### config.mk
export PLATFORM = sky130hd
export DESIGN_NAME = waveform_sequencer_flat
export DESIGN_NICKNAME = d
export VERILOG_FILES = /design/src/rtl/waveform_sequencer_pkg.sv /design/src/rtl/waveform_sequencer_if.sv /design/src/rtl/waveform_sequencer_dwell_timer.sv /design/src/rtl/waveform_sequencer.sv /design/src/flat_wrapper.sv
export SDC_FILE = /design/constraint.sdc
export NUM_CORES = 1
export LEC_CHECK = 0
export CAP_MARGIN = 30
export CORE_MARGIN = 2
export CORE_UTILIZATION = 45
export DETAILED_ROUTE_END_ITERATION = 8
export PLACE_DENSITY = 0.65
export SYNTH_ARGS = -nofsm -noshare
export SYNTH_HDL_FRONTEND = slang
export SYNTH_SLANG_ARGS = --single-unit
export TNS_END_PERCENT = 20
### constraint.sdc
create_clock -name clk -period 2.7 [get_ports clk]
set_input_delay 0.54 -clock clk [delete_from_list [all_inputs] [get_ports clk]]
set_output_delay 0.54 -clock clk [all_outputs]
set_load 0.03 [all_outputs]
### src/rtl/waveform_sequencer_pkg.sv
// -----------------------------------------------------------------------------
// waveform_sequencer_pkg
// Shared definitions for the waveform sequencer:
//   seq_state_t : playback FSM states (IDLE, RUN, FINISH)
//   func_sel_t  : waveform-generator select codes, including FUNC_ZERO which
//                 parks the generator at a zero output
//   FUNC_W      : width of a waveform select
// -----------------------------------------------------------------------------
package waveform_sequencer_pkg;

  localparam int FUNC_W = 3;

  typedef enum logic [1:0] {
    ST_IDLE   = 2'd0,
    ST_RUN    = 2'd1,
    ST_FINISH = 2'd2
  } seq_state_t;

  typedef enum logic [FUNC_W-1:0] {
    FUNC_RHOMBOID   = 3'b000,
    FUNC_SQUARE     = 3'b001,
    FUNC_RECIPROCAL = 3'b010,
    FUNC_TRIANGLE   = 3'b011,
    FUNC_FULL_WAVE  = 3'b100,
    FUNC_HALF_WAVE  = 3'b101,
    FUNC_SINUSOIDAL = 3'b110,
    FUNC_ZERO       = 3'b111
  } func_sel_t;

endpackage

### src/rtl/waveform_sequencer_if.sv
// -----------------------------------------------------------------------------
// waveform_sequencer_if
// Bundles the playlist configuration port, playback control and playback
// status of the waveform sequencer.
//   cfg_we/cfg_addr/cfg_func/cfg_dwell : playlist entry write
//   cfg_last                           : index of final entry (sampled on start)
//   loop, start, stop                  : playback control
//   func, entry_idx, busy, done        : playback status / generator select
// Modports:
//   master : the controller driving configuration and control
//   slave  : the sequencer itself
// -----------------------------------------------------------------------------
interface waveform_sequencer_if #(
  parameter int DEPTH   = 8,
  parameter int DWELL_W = 8
);

  localparam int ADDR_W = $clog2(DEPTH);

  logic               cfg_we;
  logic [ADDR_W-1:0]  cfg_addr;
  logic [2:0]         cfg_func;
  logic [DWELL_W-1:0] cfg_dwell;
  logic [ADDR_W-1:0]  cfg_last;
  logic               loop;
  logic               start;
  logic               stop;
  logic [2:0]         func;
  logic [ADDR_W-1:0]  entry_idx;
  logic               busy;
  logic               done;

  modport master (
    output cfg_we, cfg_addr, cfg_func, cfg_dwell, cfg_last, loop, start, stop,
    input  func, entry_idx, busy, done
  );

  modport slave (
    input  cfg_we, cfg_addr, cfg_func, cfg_dwell, cfg_last, loop, start, stop,
    output func, entry_idx, busy, done
  );

endinterface

### src/rtl/waveform_sequencer_dwell_timer.sv
// -----------------------------------------------------------------------------
// waveform_sequencer_dwell_timer
// Prescale-plus-dwell counter that times how long one playlist entry is held.
// An entry lasts max(dwell,1)*PRESCALE ticks; expire is high during the final
// tick so the next entry can be loaded on that same edge without a gap.
// Ports:
//   clk, rst : clock and asynchronous active-low reset
//   load     : reload both counters from dwell (wins over tick)
//   dwell    : dwell units of the entry being loaded
//   tick     : count enable (high while playing)
//   expire   : last tick of the current entry
// -----------------------------------------------------------------------------
module waveform_sequencer_dwell_timer #(
  parameter int DWELL_W  = 8,
  parameter int PRESCALE = 4
) (
  input  logic               clk,
  input  logic               rst,
  input  logic               load,
  input  logic [DWELL_W-1:0] dwell,
  input  logic               tick,
  output logic               expire
);

  localparam int PRE_W = (PRESCALE > 1) ? $clog2(PRESCALE) : 1;
  localparam logic [PRE_W-1:0] PRE_MAX = PRE_W'(PRESCALE - 1);

  logic [PRE_W-1:0]   pre_cnt;
  logic [DWELL_W-1:0] dwell_cnt;

  assign expire = tick && (pre_cnt == '0) && (dwell_cnt == '0);

  // Both counters count down to zero; a dwell of 0 is loaded as if it were 1.
  always_ff @(posedge clk or negedge rst) begin
    if (!rst) begin
      pre_cnt   <= '0;
      dwell_cnt <= '0;
    end else if (load) begin
      pre_cnt   <= PRE_MAX;
      dwell_cnt <= (dwell == '0) ? '0 : dwell - DWELL_W'(1);
    end else if (tick && !expire) begin
      if (pre_cnt == '0) begin
        pre_cnt   <= PRE_MAX;
        dwell_cnt <= dwell_cnt - DWELL_W'(1);
      end else begin
        pre_cnt <= pre_cnt - PRE_W'(1);
      end
    end
  end

endmodule

### src/rtl/waveform_sequencer.sv
// -----------------------------------------------------------------------------
// waveform_sequencer
// Plays a programmable playlist of waveform selects. Each entry holds a
// waveform code and a dwell count; during playback the entry's code is driven
// on func for max(dwell,1)*PRESCALE cycles, then the next entry follows with
// no gap. After the final entry playback either wraps to entry 0 (loop=1) or
// finishes with a one-cycle done pulse.
// Ports:
//   clk, rst : clock and asynchronous active-low reset
//   sif      : waveform_sequencer_if slave modport (config, control, status)
// -----------------------------------------------------------------------------
module waveform_sequencer #(
  parameter int DEPTH    = 8,
  parameter int DWELL_W  = 8,
  parameter int PRESCALE = 4
) (
  input logic                  clk,
  input logic                  rst,
  waveform_sequencer_if.slave  sif
);

  import waveform_sequencer_pkg::*;

  localparam int ADDR_W = $clog2(DEPTH);

  logic [FUNC_W-1:0]  func_mem  [DEPTH];
  logic [DWELL_W-1:0] dwell_mem [DEPTH];

  seq_state_t         state;
  seq_state_t         next_state;
  logic [FUNC_W-1:0]  func_q;
  logic [ADDR_W-1:0]  idx_q;
  logic [ADDR_W-1:0]  last_q;
  logic [ADDR_W-1:0]  load_idx;
  logic               load_en;
  logic               latch_last;
  logic               running;
  logic               expire;

  assign running = (state == ST_RUN);

  // Playlist storage. Writes are accepted in any state; the playing entry is
  // copied into func_q/timer on load, so a rewrite only shows on its next load.
  always_ff @(posedge clk or negedge rst) begin
    if (!rst) begin
      for (int i = 0; i < DEPTH; i++) begin
        func_mem[i]  <= FUNC_ZERO;
        dwell_mem[i] <= '0;
      end
    end else if (sif.cfg_we) begin
      func_mem[sif.cfg_addr]  <= sif.cfg_func;
      dwell_mem[sif.cfg_addr] <= sif.cfg_dwell;
    end
  end

  always_ff @(posedge clk or negedge rst) begin
    if (!rst) begin
      state <= ST_IDLE;
    end else begin
      state <= next_state;
    end
  end

  // Stop beats both a simultaneous start (in IDLE) and an expiring entry.
  always_comb begin
    next_state = state;
    load_en    = 1'b0;
    load_idx   = '0;
    latch_last = 1'b0;
    unique case (state)
      ST_IDLE: begin
        if (sif.start && !sif.stop) begin
          next_state = ST_RUN;
          load_en    = 1'b1;
          latch_last = 1'b1;
        end
      end
      ST_RUN: begin
        if (sif.stop) begin
          next_state = ST_FINISH;
        end else if (expire) begin
          if (idx_q < last_q) begin
            load_en  = 1'b1;
            load_idx = idx_q + ADDR_W'(1);
          end else if (sif.loop) begin
            load_en  = 1'b1;
          end else begin
            next_state = ST_FINISH;
          end
        end
      end
      ST_FINISH: begin
        next_state = ST_IDLE;
      end
      default: begin
        next_state = ST_IDLE;
      end
    endcase
  end

  always_ff @(posedge clk or negedge rst) begin
    if (!rst) begin
      func_q <= FUNC_ZERO;
      idx_q  <= '0;
      last_q <= '0;
    end else begin
      if (latch_last) begin
        last_q <= sif.cfg_last;
      end
      if (load_en) begin
        func_q <= func_mem[load_idx];
        idx_q  <= load_idx;
      end
    end
  end

  waveform_sequencer_dwell_timer #(
    .DWELL_W  (DWELL_W),
    .PRESCALE (PRESCALE)
  ) dwell_timer (
    .clk    (clk),
    .rst    (rst),
    .load   (load_en),
    .dwell  (dwell_mem[load_idx]),
    .tick   (running),
    .expire (expire)
  );

  // Outputs are gated by state so reset forces them without a clock edge.
  assign sif.func      = running ? func_q : FUNC_ZERO;
  assign sif.entry_idx = running ? idx_q : '0;
  assign sif.busy      = running;
  assign sif.done      = (state == ST_FINISH);

endmodule

### src/flat_wrapper.sv
// flat-port wrapper written by rule: the top's interface ports become plain ports
module waveform_sequencer_flat import waveform_sequencer_pkg::*;
#(
  parameter int DEPTH    = 8,
  parameter int DWELL_W  = 8,
  parameter int PRESCALE = 4
)
  (clk, rst, sif_cfg_we, sif_cfg_addr, sif_cfg_func, sif_cfg_dwell, sif_cfg_last, sif_loop, sif_start, sif_stop, sif_func, sif_entry_idx, sif_busy, sif_done);
  waveform_sequencer_if #(.DEPTH(DEPTH), .DWELL_W(DWELL_W)) sif_i ();
  input logic clk;
  input logic rst;
  input wire logic [$bits(sif_i.cfg_we)-1:0] sif_cfg_we;
  input wire logic [$bits(sif_i.cfg_addr)-1:0] sif_cfg_addr;
  input wire logic [$bits(sif_i.cfg_func)-1:0] sif_cfg_func;
  input wire logic [$bits(sif_i.cfg_dwell)-1:0] sif_cfg_dwell;
  input wire logic [$bits(sif_i.cfg_last)-1:0] sif_cfg_last;
  input wire logic [$bits(sif_i.loop)-1:0] sif_loop;
  input wire logic [$bits(sif_i.start)-1:0] sif_start;
  input wire logic [$bits(sif_i.stop)-1:0] sif_stop;
  output wire logic [$bits(sif_i.func)-1:0] sif_func;
  output wire logic [$bits(sif_i.entry_idx)-1:0] sif_entry_idx;
  output wire logic [$bits(sif_i.busy)-1:0] sif_busy;
  output wire logic [$bits(sif_i.done)-1:0] sif_done;
  assign sif_i.cfg_we = sif_cfg_we;
  assign sif_i.cfg_addr = sif_cfg_addr;
  assign sif_i.cfg_func = sif_cfg_func;
  assign sif_i.cfg_dwell = sif_cfg_dwell;
  assign sif_i.cfg_last = sif_cfg_last;
  assign sif_i.loop = sif_loop;
  assign sif_i.start = sif_start;
  assign sif_i.stop = sif_stop;
  assign sif_func = sif_i.func;
  assign sif_entry_idx = sif_i.entry_idx;
  assign sif_busy = sif_i.busy;
  assign sif_done = sif_i.done;
  waveform_sequencer #(.DEPTH(DEPTH), .DWELL_W(DWELL_W), .PRESCALE(PRESCALE)) u_core (.clk(clk), .rst(rst), .sif(sif_i));
endmodule
== After elaboration in Yosys (flattened, before gate mapping) ==
Index checks and enable logic that the tools add are counted.

* Output and inout bits: 8
* Logic and storage cells: 91
* Bits in registers: 109

* Order comparisons: 4
* Equality and inequality tests: 6
* $add $sub $neg: 4
* Bitwise logic cells: 2
* Mux-type cells: 38
* Reductions and logical operators: 15

{| class="wikitable"
|+ Operators with widths
! cell !! count
|-
| 64-bit bitwise mux || 1
|-
| 8-bit 2-to-1 mux || 7
|-
| 3-bit 2-to-1 mux || 9
|-
| 8-bit binary-select mux with 3-bit select || 1
|-
| 24-bit bitwise mux || 1
|-
| 8-bit demux with 3-bit select || 1
|-
| 8-bit logical NOT || 2
|-
| 2-bit 2-to-1 mux || 8
|-
| 8-bit by 1-bit subtractor with 8-bit output, second input constant || 2
|-
| 3-bit binary-select mux with 3-bit select || 1
|-
| 3-bit demux with 3-bit select || 1
|-
| 4-bit >= comparator, second input constant || 2
|-
| 3-bit inverter with 4-bit output || 2
|-
| 1-bit 2-to-1 mux || 6
|-
| 3-bit != test, second input constant || 2
|-
| 1-bit logical AND || 5
|-
| 2-bit logical NOT || 2
|-
| 4-bit by 1-bit < comparator with 1-bit output, second input constant || 1
|-
| 2-bit one-hot mux with 2 select lines || 1
|-
| 4-bit AND reduction || 1
|-
| 2-bit nonzero test || 2
|-
| 3-bit by 1-bit adder with 3-bit output, second input constant || 1
|-
| 3-bit < comparator || 1
|-
| 3-bit by 2-bit != test with 1-bit output, second input constant || 1
|-
| 7 further kinds || 8
|}

== Logic depth before layout (Yosys ltp) ==
Gate-level depths: netlist (run 1).

* Depth in word-level cells: 13
* Mapped depth: 14
* Depth with buffers taken out: 12

== Hierarchy ==
A second synthesis (run 1) with hierarchy kept.

* Cells, all modules: 497
* Area, all modules: 5744.3 µm²

{| class="wikitable"
|+ By module, submodules not included
! module !! area an instance (µm²) !! times used !! cells each
|-
| waveform_sequencer || 4929.7 || 1 || 412
|-
| waveform_sequencer_dwell_timer || 814.5 || 1 || 85
|}

== Worst setup path before layout (run 1) ==
OpenSTA, ideal clock, no wires.

* Path kind: reg-to-reg
* Start: reg u_core.idx_q[2]
* End: reg u_core.dwell_timer.dwell_cnt[7]
* Stages on the path, launching flop included: 12
* Setup time: 124 ps
* Slack: -266 ps
* Data arrival time: 2842 ps
* Cell sequence: dfrtp_1 > ha_1 > a21o_1 > a31o_2 > buf_2 > o31a_1 > a211oi_2 > o22ai_1 > o31ai_4 > nand2_2 > o21a_1 > o31a_1

* Word-level cells in the longest chain between the ends: 12

{| class="wikitable"
|+ Ends and longest elaborated chain
! element !! RTL line !! RTL
|-
| from (decl) || waveform_sequencer.sv:32 || <nowiki>logic [ADDR_W-1:0] idx_q;</nowiki>
|-
| from (signal assigned) || waveform_sequencer.sv:112 || <nowiki>idx_q <= load_idx;</nowiki>
|-
| 3-bit by 1-bit adder with 3-bit output / 3-bit < comparator (equally long branches) || waveform_sequencer.sv:84, waveform_sequencer.sv:82 ||
|-
| 3-bit 2-to-1 mux || waveform_sequencer.sv:82 || <nowiki>if (idx_q < last_q) begin</nowiki>
|-
| 3-bit 2-to-1 mux || waveform_sequencer.sv:81 || <nowiki>end else if (expire) begin</nowiki>
|-
| 3-bit 2-to-1 mux || waveform_sequencer.sv:79 || <nowiki>if (sif.stop) begin</nowiki>
|-
| 3-bit 2-to-1 mux || waveform_sequencer.sv:70 || <nowiki>unique case (state)</nowiki>
|-
| 3-bit inverter with 4-bit output (implied by the code) || waveform_sequencer.sv:124 || <nowiki>.dwell (dwell_mem[load_idx]),</nowiki>
|-
| 8-bit binary-select mux with 3-bit select || waveform_sequencer.sv:124 ||
|-
| 8-bit 2-to-1 mux (implied by the code) (2 in a row) || waveform_sequencer.sv:124 ||
|-
| 8-bit by 1-bit subtractor with 8-bit output / 8-bit logical NOT (equally long branches) || waveform_sequencer_dwell_timer.sv:40 || <nowiki>dwell_cnt <= (dwell == '0) ? '0 : dwell - DWELL_W'(1);</nowiki>
|-
| 8-bit 2-to-1 mux || waveform_sequencer_dwell_timer.sv:40 ||
|-
| 8-bit 2-to-1 mux || waveform_sequencer_dwell_timer.sv:38 || <nowiki>end else if (load) begin</nowiki>
|-
| to (signal assigned) || waveform_sequencer_dwell_timer.sv:40 ||
|-
| to (signal assigned) || waveform_sequencer_dwell_timer.sv:44 || <nowiki>dwell_cnt <= dwell_cnt - DWELL_W'(1);</nowiki>
|-
| to (decl) || waveform_sequencer_dwell_timer.sv:29 || <nowiki>logic [DWELL_W-1:0] dwell_cnt;</nowiki>
|}

Parallel ways exist; a longest one is shown, timed or not. The select of a mux whose other input is x is not followed.
A chain may end at the register's enable or synchronous reset.

== Final worst setup path (run 1) ==
* Start: reg u_core.last_q[2]
* End: reg u_core.dwell_timer.dwell_cnt[5]

* Word-level cells in the longest chain between the ends: 12

{| class="wikitable"
|+ Ends and longest elaborated chain
! element !! RTL line !! RTL
|-
| from (decl) || waveform_sequencer.sv:33 || <nowiki>logic [ADDR_W-1:0] last_q;</nowiki>
|-
| from (signal assigned) || waveform_sequencer.sv:108 || <nowiki>last_q <= sif.cfg_last;</nowiki>
|-
| 3-bit < comparator * || waveform_sequencer.sv:82 ||
|-
| 3-bit 2-to-1 mux || waveform_sequencer.sv:82 ||
|-
| 3-bit 2-to-1 mux || waveform_sequencer.sv:81 ||
|-
| 3-bit 2-to-1 mux || waveform_sequencer.sv:79 ||
|-
| 3-bit 2-to-1 mux || waveform_sequencer.sv:70 ||
|-
| 3-bit inverter with 4-bit output (implied by the code) || waveform_sequencer.sv:124 ||
|-
| 8-bit binary-select mux with 3-bit select || waveform_sequencer.sv:124 ||
|-
| 8-bit 2-to-1 mux (implied by the code) (2 in a row) || waveform_sequencer.sv:124 ||
|-
| 8-bit by 1-bit subtractor with 8-bit output / 8-bit logical NOT (equally long branches) || waveform_sequencer_dwell_timer.sv:40 ||
|-
| 8-bit 2-to-1 mux || waveform_sequencer_dwell_timer.sv:40 ||
|-
| 8-bit 2-to-1 mux || waveform_sequencer_dwell_timer.sv:38 ||
|}

Every way passes the cells marked *; elsewhere a longest branch is shown, timed or not. The select of a mux whose other input is x is not followed.

==> flow_metrics.py, run 1 <==
metrics = {
    "sta": {
        "fin_skew_ps": 8.68,
        "finalSetupViolCount": 8,
        "hold_slack_ps": 194,
        "final_max_slew_viol_count": 0,
        "hold_viol_final": 0,
        "layout_setup_ws_ps": -141,
        "period_share_pct": 105,
        "worstMarginPinSlew_ps": 664,
        "finalCriticalPeriod_ps": 2840,
        "max_freq_mhz": 352,
        "rsz0062_at_grt": "yes",
        "slew_headroom_pct": 55.1,
    },
    "placement": {
        "io_buffer_count": 30,
        "hpwl_um": 9720,
        "placed_cells": 739,
        "pre_cts_ws_ps": -307,
        "gp_congestion": 0.923,
    },
    "final_layout": {
        "diodes": 0,
        "layout_commonest_cell": "mux2_2",
        "drive_gt1_share_pct": 44.5,
        "fillers": 1045,
        "layout.nets": 618,
        "layout_common_cells": "mux2_2 (90), dfrtp_1 (81), buf_4 (73)",
        "synthToLayoutAreaGrowth_pct": 28.5,
        "instances_no_fill": 765,
        "final_core_util_pct": 58.4,
    },
    "floorplanning": {
        "start_util_pct": 45.5,
        "die_w_um": 116,
        "design.die.area_um2": 13500,
        "die_h_um": 116,
        "pin_count": 31,
        "core_um2": 12500,
        "row_count": 41,
    },
    "pwr": {
        "ir_drop_mv": 0.564,
        "p_total_mw": 5.19,
        "p_leak_nw": 3.10,
        "p_per_area_nw_per_um2": 712,
    },
    "synthesis": {
        "syn-mean-instance-area_um2": 11.6,
        "synth_nets": 518,
        "syn_inst": 488,
        "synth_flop_cell": "dfrtp_1",
        "ys_ff_latch": 109,
        "ys_seq_area_share_pct": 48.7,
        "ys_types": 57,
        "ys_warn_count": 0,
        "async_reset_ff_share_pct": 100,
        "synthesis.area_um2": 5670,
        "synth_edf_count": 0,
    },
    "global_routing": {
        "antenna_found_initial": 0,
        "grt_usage_pct": 21.5,
        "grt_start_max_net_pins": 48,
        "gr-total-overflow": 0,
        "grt_pass1_wl_um": 21900,
        "grt_pass1_vias": 4248,
    },
    "critical_path": {
        "path_max_fanout": 8,
        "ff2ff_path_depth": 13,
        "cp.required_ps": 2960,
        "worstSetupStartpointType": "flop",
        "reg2reg_slack_ps": -140,
        "cp_data_arrival_time_ps": 3100,
        "endpoint": "u_core.dwell_timer.dwell_cnt[5]",
        "r2r-start": "u_core.last_q[2]",
        "cp-startpoint": "u_core.last_q[2]",
        "crit_type": "flop to flop",
        "rr_endpoint": "u_core.dwell_timer.dwell_cnt[5]",
        "endpoint_kind": "flop",
    },
    "detailed_routing": {
        "wirelength_um": 13600,
        "vias": 4146,
        "drc": 0,
        "drt_pass1_iterations": 4,
        "ant_nets": 0,
        "routed_via_density": 5.42,
        "wl_per_cell_um": 17.7,
        "dr.first_iter.drc_count": 269,
    },
    "run_status": {
        "status": "complete, but fails checks",
        "violations": "setup timing",
    },
    "clock_network": {
        "cts_htree_levels": 3,
        "clk_latency_ps": 360,
        "cts-root-buf": "clkbuf_16",
        "ctsLongestPathBuffers": 2,
        "clkTransAtPathRegs_ps": 70,
        "clkSinkCount": 109,
        "cts_tree": "built",
        "hold_buffers": 0,
        "numCtsBuffers": 9,
    },
    "job": {
        "cap_violations": 0,
    },
    "hold_path": {
        "hold_class": "input port to async pin",
    },
}
cell type report:
| cell class | instances | area, µm² | area share (%) |
|---|---|---|---|
| flip-flops and latches | 109 | 2760 | 37.9 |
| inverters | 9 | 33.8 | 0.464 |
| clock buffers | 9 | 225 | 3.09 |
| clock inverters | 7 | 77.6 | 1.07 |
| repair buffers | 113 | 996 | 13.7 |
| multi-input cells | 346 | 2970 | 40.8 |
| well taps | 172 | 215 | 2.95 |
logic make-up after synthesis:
logic type               count (synthesis)  share of synthesized area [%]
AO/OA/AOI/OAI                           57                           7.46
adder cells (fa/ha/maj)                  7                           1.54
buffers and inverters                   33                           2.54
flip-flops                             109                           48.7
multiplexers                           122                           23.5
XOR/XNOR                                13                           2.01
AND/OR/NAND/NOR                        147                           14.2
worst min-delay path by stage:
stage,from,endpoint,slack (ps)
2_1_floorplan,rst,u_core.dwell_mem[0],240
3_3_place_gp,u_core.func_q[1],u_core.func_q[1],470
3_5_place_dp,u_core.func_q[1],u_core.func_q[1],470
4_1_cts,rst,u_core.dwell_mem[2],210
5_1_grt,rst,u_core.dwell_mem[2],230
6_report,rst,u_core.dwell_mem[2],190
routing by layer:
metal | global-route usage, % | wire length, µm | share of wire, %
met1 | 30.9 | 6540 | 48
met5 | 0 | 0 | 0
met2 | 32.9 | 6230 | 46
met4 | 5.40 | 150 | 1.1
met3 | 5.09 | 640 | 4.7
worst max-delay path, cell delays in order (launching register included):
cell and delay (ps):
dfrtp_1 370, inv_2 80, ha_4 200, a21o_1 210, a31o_4 280, buf_4 170
o31ai_2 250, o211ai_1 140, a22oi_2 200, buf_4 160, nand4_1 120, xor2_1 200
mux2i_1 110, o31ai_1 230
synthesized netlist by cell type, types with 2 or more instances:
cell,n,area (µm²)
mux2_2,91,1020
dfrtp_1,82,2050
nand2_1,59,221
mux2i_1,31,310
dfstp_2,27,709
nand3_1,20,100
clkbuf_1,14,52.6
inv_1,9,33.8
nand2b_1,9,56.3
nor3_1,9,45.0
nor2_1,8,30.0
o21ai_0,8,40.0
buf_2,7,35.0
ha_1,7,87.6
o31ai_1,7,52.6
xnor2_1,7,61.3
a21oi_1,6,30.0
a31oi_1,6,37.5
and2_1,6,37.5
nand4_1,6,37.5
xor2_1,6,52.6
and3_1,5,31.3
nor3b_1,5,37.5
o31a_1,5,43.8
a211oi_1,3,22.5
nand4b_1,3,26.3
nor3_4,3,48.8
o211ai_1,3,22.5
a211oi_2,2,25.0
a21o_1,2,15.0
a31o_2,2,17.5
nor2b_1,2,12.5
nor4_1,2,12.5
o21a_1,2,15.0
or3b_2,2,17.5
sequential cells by signal, indices dropped and copies added (netlist names):
signal	cells
u_core.dwell_mem	64
u_core.dwell_timer.pre_cnt	2
u_core.func_q	3
u_core.last_q	3
u_core.idx_q	3
u_core.func_mem	24
u_core.dwell_timer.dwell_cnt	8
u_core.state	2
power by group:
group          total [mW]  internal (mW)  leakage [nW]  switching (mW)
combinational        1.50          0.793          1.68           0.710
clock                1.36          0.733         0.153           0.627
sequential           2.32           2.09          1.27           0.235
total                5.19           3.62          3.10            1.57
per-stage QoR:
| stage | area, µm² | setup TNS [ps] |
|---|---|---|
| 2_1_floorplan | 5750 | -42.6 |
| 3_3_place_gp | 6740 | -2270 |
| 3_5_place_dp | 6740 | -2750 |
| 4_1_cts | 7060 | -772 |
| 5_1_grt | 7280 | -1810 |
| 6_report | 7280 | -508 |
timing repair:
| action | CTS | global route |
|---|---|---|
| cloned | 0 | 0 |
| pin swaps | 7 | 20 |
| gates resized for setup | 12 | 34 |
| endpoints found under the setup margin | 14 | 16 |
| setup buffers | 0 | 10 |
| hold endpoints to repair | 0 | 0 |
Note: power is estimated with default switching activity, not from simulation.
==> run 2, diff against run 1 <==
--- a/config.mk
+++ b/config.mk
@@ -10,6 +10,7 @@
 export CORE_UTILIZATION = 45
 export DETAILED_ROUTE_END_ITERATION = 8
 export PLACE_DENSITY = 0.65
+export SKIP_LAST_GASP = 1
 export SYNTH_ARGS = -nofsm -noshare
 export SYNTH_HDL_FRONTEND = slang
 export SYNTH_SLANG_ARGS = --single-unit
==> flow_metrics.py, run 2 (same netlist as run 1, synthesis figures left out) <==
metrics = {
    "run_status": {
        "status": "complete, but fails checks",
        "violations": "setup timing",
    },
    "detailed_routing": {
        "ant_nets": 0,
        "dr.first_iter.drc_count": 314,
        "drc": 0,
        "routed_via_density": 5.45,
        "drt_pass1_iterations": 4,
        "vias": 4151,
        "wirelength_um": 13400,
        "wl_per_cell_um": 17.6,
    },
    "final_layout": {
        "layout.nets": 615,
        "largest_reg_flops": 64,
        "layout_common_cells": "mux2_2 (91), dfrtp_1 (81), buf_4 (73)",
        "diodes": 0,
        "layout_commonest_cell": "mux2_2",
        "drive_gt1_share_pct": 43.7,
        "synthToLayoutAreaGrowth_pct": 27.0,
        "stdcell_area_um2": 7200,
        "fillers": 1049,
        "final_core_util_pct": 57.7,
        "top_regs": "u_core.dwell_mem x64, u_core.func_mem x24, u_core.dwell_timer.dwell_cnt x8",
        "instances_no_fill": 762,
        "regMostFlops": "u_core.dwell_mem",
    },
    "clock_network": {
        "ctsLongestPathBuffers": 2,
        "clkSinkCount": 109,
        "cts_htree_levels": 3,
        "clk_latency_ps": 360,
        "clkTransAtPathRegs_ps": 70,
        "numCtsBuffers": 9,
        "cts-root-buf": "clkbuf_16",
        "cts_tree": "built",
    },
    "critical_path": {
        "reg2reg_slack_ps": -110,
        "r2r-start": "u_core.idx_q[2]",
        "endpoint": "u_core.dwell_timer.dwell_cnt[4]",
        "cp-startpoint": "u_core.idx_q[2]",
        "path_max_fanout": 8,
        "endpoint_kind": "flop",
        "cp_slowest_stage_delay_ps": 430,
        "ff2ff_path_depth": 11,
        "worstPathCellList": "ha_4 > a21o_1 > a31o_4 > o31a_1 > a211oi_4 > buf_4 > nor3_1 > a31oi_1 > nor2b_2 > xnor2_1 > o31ai_1",
        "cp_data_arrival_time_ps": 3080,
        "cp.required_ps": 2970,
        "crit_type": "flop to flop",
        "rr_endpoint": "u_core.dwell_timer.dwell_cnt[4]",
        "worstSetupStartpointType": "flop",
        "cp_slowest_cell": "dfrtp_2",
    },
    "floorplanning": {
        "pin_count": 31,
        "die_w_um": 116,
        "row_count": 41,
        "die_h_um": 116,
        "start_util_pct": 45.5,
        "core_um2": 12500,
        "design.die.area_um2": 13500,
    },
    "placement": {
        "hpwl_um": 9720,
        "pre_cts_ws_ps": -307,
        "gp_congestion": 0.923,
        "io_buffer_count": 30,
        "placed_cells": 739,
        "placed_cell_area_um2": 6740,
    },
    "pwr": {
        "p_total_mw": 5.17,
        "p_leak_nw": 3.06,
        "ir_drop_mv": 0.600,
        "p_per_area_nw_per_um2": 718,
    },
    "global_routing": {
        "grt_start_max_net_pins": 48,
        "antenna_found_initial": 0,
        "grt_pass1_vias": 4248,
        "grt_usage_pct": 21.5,
        "gr-total-overflow": 0,
        "grt_pass1_wl_um": 21900,
    },
    "sta": {
        "rsz0062_at_grt": "yes",
        "hold_slack_ps": 195,
        "setup_tns_ps": -757,
        "max_freq_mhz": 356,
        "slew_headroom_pct": 41.6,
        "hold_viol_final": 0,
        "finalSetupViolCount": 10,
        "finalCriticalPeriod_ps": 2810,
        "layout_setup_ws_ps": -110,
        "fin_skew_ps": 8.61,
        "worstMarginPinSlew_ps": 873,
        "period_share_pct": 104,
        "final_max_slew_viol_count": 0,
    },
    "hold_path": {
        "hold_class": "input port to async pin",
    },
    "job": {
        "cap_violations": 0,
    },
}
-- run 2: changes by cell type in the layout (fill, tap and decap cells not counted), sizes merged --
cell and delta:
dlymetal6s2s -1, dlygate4sd2 -4, buf -3, clkdlybuf4s50 +5
-- run 2: repair_timing --
item                       CTS  global route
resized for setup            6            25
pin swaps                    6            12
hold buffers                 0             0
buffers inserted             0             7
setup endpoints to repair   14            19
hold endpoints to repair     0             0
-- run 2: power by group --
group	total (mW)	internal, mW	switching [mW]
registers	2.32	2.09	0.232
logic	1.49	0.789	0.698
clock network	1.36	0.733	0.625
total	5.17	3.61	1.56
-- run 2: worst max-delay path: cells and delay by family (launching register included) --
| family | cells | cell delay (ps) |
|---|---|---|
| flip-flops | 1 | 430 |
| XOR/XNOR | 1 | 70 |
| buffers and inverters | 1 | 170 |
| AO/OA/AOI/OAI | 6 | 1540 |
| adder cells (fa/ha/maj) | 1 | 240 |
| AND/OR/NAND/NOR | 2 | 260 |
-- run 2: routing by layer --
metal	track usage, %	vias to the layer above	part of all wire (%)	wire length (µm)
met2	32.9	103	46	6120
met1	30.9	2073	49	6530
met5	0	-	0	0
met4	5.40	0	1.2	157
met3	5.09	14	4.6	622
li1	-	1961	-	-
-- run 2: layout make-up --
type                            instances  area [µm²]  area share, %
Timing Repair Buffer                  110         947           13.2
Tap cell                              172         215           2.99
Clock buffer                            9         225           3.13
Sequential cell                       109        2760           38.4
Multi-Input combinational cell        346        2940           40.8
Clock inverter                          7        77.6           1.08
Inverter                                9        33.8          0.469
-- run 2: how the worst min path moves through the flow --
stage | startpoint | to
3_5_place_dp | u_core.func_q[1] | u_core.func_q[1]
5_1_grt | rst | u_core.dwell_mem[2]
3_3_place_gp | u_core.func_q[1] | u_core.func_q[1]
6_report | rst | u_core.dwell_mem[2]
4_1_cts | rst | u_core.dwell_mem[2]
2_1_floorplan | rst | u_core.dwell_mem[0]
==> run 3, diff against run 2 <==
--- a/config.mk
+++ b/config.mk
@@ -6,9 +6,11 @@
 export NUM_CORES = 1
 export LEC_CHECK = 0
 export CAP_MARGIN = 30
+export CORE_ASPECT_RATIO = 0.7
 export CORE_MARGIN = 2
 export CORE_UTILIZATION = 45
 export DETAILED_ROUTE_END_ITERATION = 8
+export HOLD_SLACK_MARGIN = 0.03
 export PLACE_DENSITY = 0.65
 export SKIP_LAST_GASP = 1
 export SYNTH_ARGS = -nofsm -noshare
==> flow_metrics.py, run 3 (same netlist as run 1, synthesis figures left out) <==
metrics = {
    "critical_path": {
        "crit_type": "flop to flop",
        "path_max_fanout": 5,
        "cp_data_arrival_time_ps": 3060,
        "worstSetupStartpointType": "flop",
        "endpoint_kind": "flop",
        "cp.required_ps": 2920,
    },
    "hold_path": {
        "hold_class": "input port to async pin",
    },
    "pwr": {
        "p_comb_share_pct": 29.2,
        "clkPwrFrac_pct": 27.3,
        "p_leak_nw": 3.08,
        "intPower_mw": 3.73,
        "ir_drop_mv": 0.400,
        "p_sw_share_pct": 30.0,
        "p_per_area_nw_per_um2": 736,
        "p_total_mw": 5.34,
        "p_switching_mw": 1.60,
        "sequentialPowerShare_pct": 43.6,
    },
    "detailed_routing": {
        "drc": 0,
        "vias": 4210,
        "ant_nets": 0,
        "dr.first_iter.drc_count": 300,
        "wirelength_um": 14900,
        "routed_via_density": 5.54,
        "drt_pass1_iterations": 4,
        "wl_per_cell_um": 19.6,
    },
    "run_status": {
        "status": "complete, but fails checks",
        "violations": "setup timing",
    },
    "floorplanning": {
        "start_util_pct": 46.0,
        "die_w_um": 138,
        "pin_count": 31,
        "design.die.area_um2": 13500,
        "row_count": 34,
        "core_um2": 12300,
        "die_h_um": 97.9,
    },
    "final_layout": {
        "synthToLayoutAreaGrowth_pct": 27.9,
        "diodes": 0,
        "layout_commonest_cell": "mux2_2",
        "fillers": 1013,
        "stdcell_area_um2": 7250,
        "layout_common_cells": "mux2_2 (91), buf_4 (85), dfrtp_1 (80)",
        "instances_no_fill": 760,
        "regMostFlops": "u_core.dwell_mem",
        "largest_reg_flops": 64,
        "layout.nets": 623,
        "top_regs": "u_core.dwell_mem x64, u_core.func_mem x24, u_core.dwell_timer.dwell_cnt x8",
        "drive_gt1_share_pct": 44.3,
    },
    "clock_network": {
        "cts_tree": "built",
        "numCtsBuffers": 9,
        "cts_htree_levels": 3,
        "clkTransAtPathRegs_ps": 70,
        "cts-root-buf": "clkbuf_16",
        "ctsLongestPathBuffers": 2,
        "clk_latency_ps": 340,
        "clkSinkCount": 109,
    },
    "placement": {
        "placed_cells": 736,
        "hpwl_um": 10400,
        "pre_cts_ws_ps": -361,
        "placed_cell_area_um2": 6780,
        "gp_congestion": 0.880,
        "io_buffer_count": 30,
    },
    "sta": {
        "final_max_slew_viol_count": 0,
        "hold_slack_ps": 160,
        "period_share_pct": 105,
        "finalSetupViolCount": 11,
        "hold_viol_final": 0,
        "max_freq_mhz": 353,
        "worstMarginPinSlew_ps": 811,
        "finalCriticalPeriod_ps": 2830,
        "fin_skew_ps": 6.52,
        "rsz0062_at_grt": "yes",
        "slew_headroom_pct": 45.8,
        "layout_setup_ws_ps": -135,
    },
    "global_routing": {
        "gr-total-overflow": 0,
        "grt_start_max_net_pins": 48,
        "grt_pass1_wl_um": 24100,
        "grt_usage_pct": 22.8,
        "grt_pass1_vias": 4294,
        "antenna_found_initial": 0,
    },
    "job": {
        "cap_violations": 0,
    },
}
run 3: metal layers:
metal  global-route usage, %  wire length, µm  share of wire [%]
met1                    34.9             7720                 52
met2                    33.7             6340                 43
met3                    5.05              665                4.5
met4                    4.24              128               0.86
met5                       0                0                  0
run 3: path summary, 6_finish.rpt:
kind | start | endpoint | slack, ps | cells past startpoint
min in group clk | u_core.func_q[1] | u_core.func_q[1] | 480 | 2
max in group asynchronous | rst | u_core.func_mem[0] | 1810 | 2
setup / recovery | u_core.idx_q[1] | u_core.dwell_timer.dwell_cnt[7] | -130 | 10
hold / removal | rst | u_core.last_q[2] | 160 | 1
setup reg to reg | u_core.idx_q[1] | u_core.dwell_timer.dwell_cnt[7] | -130 | 10
hold reg to reg | u_core.func_q[1] | u_core.func_q[1] | 480 | 2
run 3: power by group through the flow:
stage	sequential, mW	clock (mW)	combinational [mW]
detailed placement	2.35	0	1.44
finish	2.32	1.45	1.56
CTS	2.32	1.47	1.55
floorplan	2.29	0	0.907
global placement	2.32	0	1.39
global route	2.37	1.55	1.70
run 3: critical path, cell delays in order, from the launching register on:
cell	delay [ps]
dfrtp_1	440
ha_1	230
a21o_4	250
a31o_4	260
buf_4	160
o31a_1	300
o221ai_1	210
o21a_2	240
nand3_2	130
o21a_1	210
o31a_1	280
run 3: timing repair:
| action | 4_1_cts | 5_1_grt |
|---|---|---|
| pin swaps | 14 | 0 |
| setup buffers | 5 | 1 |
| hold buffers | 0 | 0 |
| setup endpoints to repair | 11 | 18 |
| gates resized for setup | 19 | 1 |
| gates cloned | 2 | 0 |
run 3: cell type report:
cell class / instances / area, µm² / share of cell area, %
Sequential cell: 109 / 2760 / 38.1
Multi-Input combinational cell: 348 / 2960 / 40.8
Clock inverter: 6 / 96.3 / 1.33
Timing Repair Buffer: 116 / 968 / 13.4
Clock buffer: 10 / 229 / 3.16
Inverter: 9 / 33.8 / 0.466
Tap cell: 162 / 203 / 2.80
run 3: metrics by stage:
step | utilization, % | setup TNS [ps]
floorplan | - | -42.6
global placement | 55.0 | -2370
detailed placement | 55.0 | -2660
CTS | 58.7 | -421
global route | 58.8 | -2280
finish | 58.8 | -656
